$ cat src/rtl/enet_mii_rx_deframe.sv
// MII receive deframer: strips preamble/SFD, packs nibbles into bytes,
// checks the CRC-32 FCS, and flags status and good/bad counts per frame.
//   clk, rst           : mii_rx_clk and synchronous active-high reset
//   mii_rx_dv/er/rxd   : MII receive nibble stream
//   rx_data/valid      : byte stream out, FCS included, one-byte hold delay
//   rx_sof/eof         : first/last byte markers, qualified by rx_valid
//   rx_status          : {phy_err, align_err, len_long, len_short, crc_err}
//   rx_good/bad_cnt    : wrapping frame counters
module enet_mii_rx_deframe #(
  parameter int MIN_LEN = 64,
  parameter int MAX_LEN = 1518,
  parameter int CNT_W   = 16
) (
  input  logic             clk,
  input  logic             rst,
  input  logic             mii_rx_dv,
  input  logic             mii_rx_er,
  input  logic [3:0]       mii_rxd,
  output logic [7:0]       rx_data,
  output logic             rx_valid,
  output logic             rx_sof,
  output logic             rx_eof,
  output logic [4:0]       rx_status,
  output logic [CNT_W-1:0] rx_good_cnt,
  output logic [CNT_W-1:0] rx_bad_cnt
);

  localparam logic [31:0] POLY    = 32'hEDB88320;
  localparam logic [31:0] RESIDUE = 32'hDEBB20E3;
  localparam logic [10:0] MIN_L   = 11'(MIN_LEN);
  localparam logic [10:0] MAX_L   = 11'(MAX_LEN);
  localparam logic [CNT_W-1:0] ONE = {{(CNT_W-1){1'b0}}, 1'b1};

  typedef enum logic [2:0] {
    WAIT_IDLE, IDLE, PRE, DATA, DROP
  } state_t;

  state_t      state_q, state_d;
  logic        phase_q, phase_d;
  logic [3:0]  low_q, low_d;
  logic [31:0] crc_q, crc_d;
  logic [10:0] len_q, len_d;
  logic        phy_q, phy_d;
  logic [7:0]  hold_q, hold_d;
  logic        full_q, full_d;
  logic        first_q, first_d;

  logic [7:0]       data_d;
  logic             valid_d, sof_d, eof_d;
  logic [4:0]       status_d;
  logic [CNT_W-1:0] good_d, bad_d;

  logic [7:0]  byte_w;
  logic [31:0] crc_w;
  logic [4:0]  status_w;

  function automatic logic [31:0] crc_byte(
    input logic [31:0] c,
    input logic [7:0]  d
  );
    logic [31:0] r;
    r = c ^ {24'h0, d};
    for (int i = 0; i < 8; i++)
      r = r[0] ? ((r >> 1) ^ POLY) : (r >> 1);
    return r;
  endfunction

  assign byte_w   = {mii_rxd, low_q};
  assign crc_w    = crc_byte(crc_q, byte_w);
  assign status_w = {phy_q, phase_q, len_q > MAX_L,
                     len_q < MIN_L, crc_q != RESIDUE};

  always_comb begin
    state_d  = state_q;
    phase_d  = phase_q;
    low_d    = low_q;
    crc_d    = crc_q;
    len_d    = len_q;
    phy_d    = phy_q;
    hold_d   = hold_q;
    full_d   = full_q;
    first_d  = first_q;
    data_d   = rx_data;
    valid_d  = 1'b0;
    sof_d    = 1'b0;
    eof_d    = 1'b0;
    status_d = 5'd0;
    good_d   = rx_good_cnt;
    bad_d    = rx_bad_cnt;
    unique case (state_q)
      WAIT_IDLE: begin
        if (!mii_rx_dv) state_d = IDLE;
      end
      IDLE: begin
        if (mii_rx_dv)
          state_d = (mii_rxd == 4'h5) ? PRE : DROP;
      end
      PRE: begin
        if (!mii_rx_dv) begin
          state_d = IDLE;
        end else if (mii_rxd == 4'hD) begin
          state_d = DATA;
          phase_d = 1'b0;
          len_d   = 11'd0;
          crc_d   = 32'hFFFFFFFF;
          phy_d   = 1'b0;
          full_d  = 1'b0;
        end else if (mii_rxd != 4'h5) begin
          state_d = DROP;
        end
      end
      DATA: begin
        if (!mii_rx_dv) begin
          state_d = IDLE;
          full_d  = 1'b0;
          // zero completed bytes: frame vanishes silently
          if (full_q) begin
            valid_d  = 1'b1;
            eof_d    = 1'b1;
            sof_d    = first_q;
            data_d   = hold_q;
            status_d = status_w;
            if (status_w == 5'd0) good_d = rx_good_cnt + ONE;
            else                  bad_d  = rx_bad_cnt + ONE;
          end
        end else begin
          phy_d = phy_q | mii_rx_er;
          if (!phase_q) begin
            low_d   = mii_rxd;
            phase_d = 1'b1;
          end else begin
            phase_d = 1'b0;
            crc_d   = crc_w;
            if (len_q != 11'h7FF) len_d = len_q + 11'd1;
            // hold register delays output so the last byte can carry eof
            if (full_q) begin
              valid_d = 1'b1;
              sof_d   = first_q;
              data_d  = hold_q;
            end
            hold_d  = byte_w;
            full_d  = 1'b1;
            first_d = !full_q;
          end
        end
      end
      DROP: begin
        if (!mii_rx_dv) state_d = IDLE;
      end
      default: state_d = WAIT_IDLE;
    endcase
  end

  always_ff @(posedge clk) begin
    if (rst) begin
      state_q     <= WAIT_IDLE;
      phase_q     <= 1'b0;
      low_q       <= 4'd0;
      crc_q       <= 32'hFFFFFFFF;
      len_q       <= 11'd0;
      phy_q       <= 1'b0;
      hold_q      <= 8'd0;
      full_q      <= 1'b0;
      first_q     <= 1'b0;
      rx_data     <= 8'd0;
      rx_valid    <= 1'b0;
      rx_sof      <= 1'b0;
      rx_eof      <= 1'b0;
      rx_status   <= 5'd0;
      rx_good_cnt <= '0;
      rx_bad_cnt  <= '0;
    end else begin
      state_q     <= state_d;
      phase_q     <= phase_d;
      low_q       <= low_d;
      crc_q       <= crc_d;
      len_q       <= len_d;
      phy_q       <= phy_d;
      hold_q      <= hold_d;
      full_q      <= full_d;
      first_q     <= first_d;
      rx_data     <= data_d;
      rx_valid    <= valid_d;
      rx_sof      <= sof_d;
      rx_eof      <= eof_d;
      rx_status   <= status_d;
      rx_good_cnt <= good_d;
      rx_bad_cnt  <= bad_d;
    end
  end

endmodule
$ cat config.mk
export PLATFORM = sky130hd
export DESIGN_NAME = enet_mii_rx_deframe
export DESIGN_NICKNAME = d
export VERILOG_FILES = /design/src/rtl/enet_mii_rx_deframe.sv
export SDC_FILE = /design/constraint.sdc
export NUM_CORES = 1
export LEC_CHECK = 0
export CORE_UTILIZATION = 25
export DETAILED_ROUTE_END_ITERATION = 16
export PLACE_DENSITY = 0.53
export RECOVER_POWER = 100
export SLEW_MARGIN = 20
export SYNTH_ARGS = -nofsm -noshare
export SYNTH_HDL_FRONTEND = slang
export SYNTH_SLANG_ARGS = --single-unit
$ cat constraint.sdc
create_clock -name clk -period 2.8 [get_ports clk]
set_input_delay 0.84 -clock clk [delete_from_list [all_inputs] [get_ports clk]]
set_output_delay 0.84 -clock clk [all_outputs]
set_load 0.02 [all_outputs]
==> impl_metrics.tcl <==
set metrics [dict create \
    crit_type "in -> reg" \
    avgRoutedWirePerCell_microns 14.0 \
    final_nets 687 \
    synth_most_common_cell "dfxtp_1" \
    cts.sinks 110 \
    postCtsSetupBuffers 0 \
    r2r_start "crc_q[8]" \
    power_density_mw_per_mm2 454 \
    regArea_sq_mm 0.00220 \
    leakage_nw 2.44 \
    synth.area.top_cells "dfxtp_1 41%, xnor2_1 9.2%, a21oi_1 4.5%" \
    groute.usage.overall 0.126 \
    r2r_cells 7 \
    grt_first_pass_wirelength_mm 22.1 \
    status "completed" \
    clock_latency_ns 0.36 \
    grt_max_degree 33 \
    die_h_microns 148 \
    ys_warn_count 0 \
    route.detailed.drc 0 \
    ctsResizeCount 0 \
    hold_depth 2 \
    startpoint "mii_rxd[2]" \
    clk_path_buf_depth 2 \
    ys.flop_type "dfxtp_1" \
    fin_skew_ns 0.00963 \
    vdd_drop_max_v 0.000290 \
    max_freq_mhz 375 \
    synthTopCellsByCount "110 x dfxtp_1, 56 x xnor2_1, 51 x nor2_1" \
    fp.dieW_microns 148 \
    r2r-end "rx_good_cnt[11]" \
    hpwl_mm 9.77 \
    ios 56 \
    slew_headroom 0.436 \
    synth_area_leader_cell "dfxtp_1" \
    initial_core_util 0.255 \
    ant_nets 0 \
    area_delta_synth_final_pct 27.2 \
    vias_per_cell 4.71 \
    core.rowCount 53 \
    crit_fanout 4 \
    dr.first_iter.drc_count 215 \
    rsz0062_at_grt "no" \
    finalSetupTns_ns 0 \
    setup_slack_ns 0.135 \
    async_reset_ff_frac 0 \
    cts_tree "yes" \
    dpl_worst_slack_ns -0.180 \
    fin_cells 955 \
    synth-seq-cells 110 \
    arrival_ns 2.91 \
    portBuffers 55 \
    cts_hold_buf 0 \
    hold_start "hold_q[5]" \
    period_needed_ns 2.66 \
    cp.required_ns 3.05 \
    vias 4502 \
    dp.cells 939 \
    fin_area_sq_mm 0.00679 \
    overflow 0 \
    drive_gt1_frac 0.116 \
    grt_pass1_vias 4213 \
    dieArea_sq_mm 0.0219 \
    drt_wl_total_mm 13.4 \
    n_antenna_cell 0 \
    htreeDepth 3 \
    cts.reportedPaths.clkPinSlew_ns 0.07 \
    hold_class "reg -> reg" \
    yosysUniqueCellTypes 54 \
    slew_violations 0 \
    fin_crit_sh 0.952 \
    netlist_instances 587 \
    core_area_sq_mm 0.0210 \
    setup_violations 0 \
    tightest_slew_ns 0.840 \
    critPathLaunchType "input port" \
    syn_area_sq_mm 0.00534 \
    yosysTopAreaCellShare 0.413 \
    antenna_found_initial 0 \
    firstDrtPassIters 4 \
    hold_viol 0 \
    hold_end "hold_q[5]" \
    syn_nets 599 \
    synth_enable_flop_cells 0 \
    root_buffer "clkbuf_16" \
    place_area_sq_mm 0.00652 \
    gp_congestion 0.769 \
    drv_cap 0 \
    fillCellCount 2253 \
    cp-end-kind "flip-flop" \
    ff2ff_setup_slack_ns 0.17 \
    numCtsBuffers 9 \
    multi_input_area_sq_mm 0.00298 \
    syn_avg_cell_area_sq_um 9.09 \
    yosysSeqAreaShare 0.413 \
]
metrics by stage:
step	hold slack, ns	power, W	util
finish	0.457	0.00308	0.324
global route	0.479	0.00321	0.324
CTS	0.460	0.00313	0.326
detailed placement	0.450	0.00178	0.311
global placement	0.446	0.00178	0.311
floorplan	0.431	0.00171	-
metal layers:
| metal | GRT usage | wire [microns] | part of all wire |
|---|---|---|---|
| met2 | 0.203 | 6180 | 0.46 |
| met3 | 0.0242 | 428 | 0.032 |
| met4 | 0.0387 | 138 | 0.010 |
| met1 | 0.169 | 6670 | 0.50 |
| met5 | 0 | 0 | 0 |
power by group:
group / internal [W] / switching [W]
Sequential: 0.00156 / 0.00000339
Clock: 0.000731 / 0.000613
Combinational: 0.0000866 / 0.0000861
cell families after synthesis:
kind of cell | synth area share
multiplexers | 0.0244
AND/OR/NAND/NOR | 0.232
XOR/XNOR | 0.150
adder cells (fa/ha/maj) | 0.00938
flip-flops | 0.413
buffers and inverters | 0.0293
AO/OA/AOI/OAI | 0.142
flip-flops by register name, indices dropped and copies added, names as in the netlist:
register,count
crc_q,32
first_q,1
full_q,1
hold_q,8
len_q,11
low_q,4
phase_q,1
phy_q,1
rx_bad_cnt,16
rx_data,8
rx_eof,1
rx_good_cnt,16
rx_sof,1
rx_status,5
rx_valid,1
state_q,3
critical path, cell delays in order:
cell	delay, ns
clkdlybuf4s50_1	0.48
xnor2_1	0.35
xor2_2	0.25
clkbuf_2	0.20
xnor2_1	0.18
xnor3_1	0.25
a21oi_1	0.07
a211o_1	0.29
placed cells by master, fill, tap and decap left out, drive strengths merged, types with 5 or more instances in the layout:
| cell | count |
|---|---|
| dlygate4sd3 | 49 |
| xor2 | 26 |
| nand4 | 11 |
| a21oi | 48 |
| and2 | 6 |
| nor4 | 7 |
| buf | 41 |
| o21ai | 14 |
| clkdlybuf4s50 | 5 |
| inv | 12 |
| nand2 | 38 |
| nand4b | 6 |
| o31ai | 14 |
| or4 | 16 |
| dfxtp | 110 |
| nor3 | 10 |
| mux2i | 13 |
| a211o | 5 |
| and3 | 6 |
| nand3 | 16 |
| nor2 | 51 |
| nand2b | 20 |
| o21bai | 5 |
| clkbuf | 22 |
| xnor2 | 56 |
| o22ai | 17 |
| or3 | 6 |
cell type report:
type | instances | share of cell area
Multi-Input combinational cell | 438 | 0.439
Sequential cell | 110 | 0.324
Timing Repair Buffer | 106 | 0.135
Tap cell | 275 | 0.0507
Clock buffer | 11 | 0.0358
Clock inverter | 5 | 0.00977
Inverter | 10 | 0.00553
worst max path at each step:
stage | end | slack [ns]
after floorplan | crc_q[19] | 0.12
after global placement | crc_q[23] | -0.14
after detailed placement | len_q[9] | -0.18
after CTS | rx_good_cnt[11] | 0.14
after global routing | crc_q[23] | 0.02
final | crc_q[23] | 0.14
Note: power is estimated with default switching activity, not from simulation.
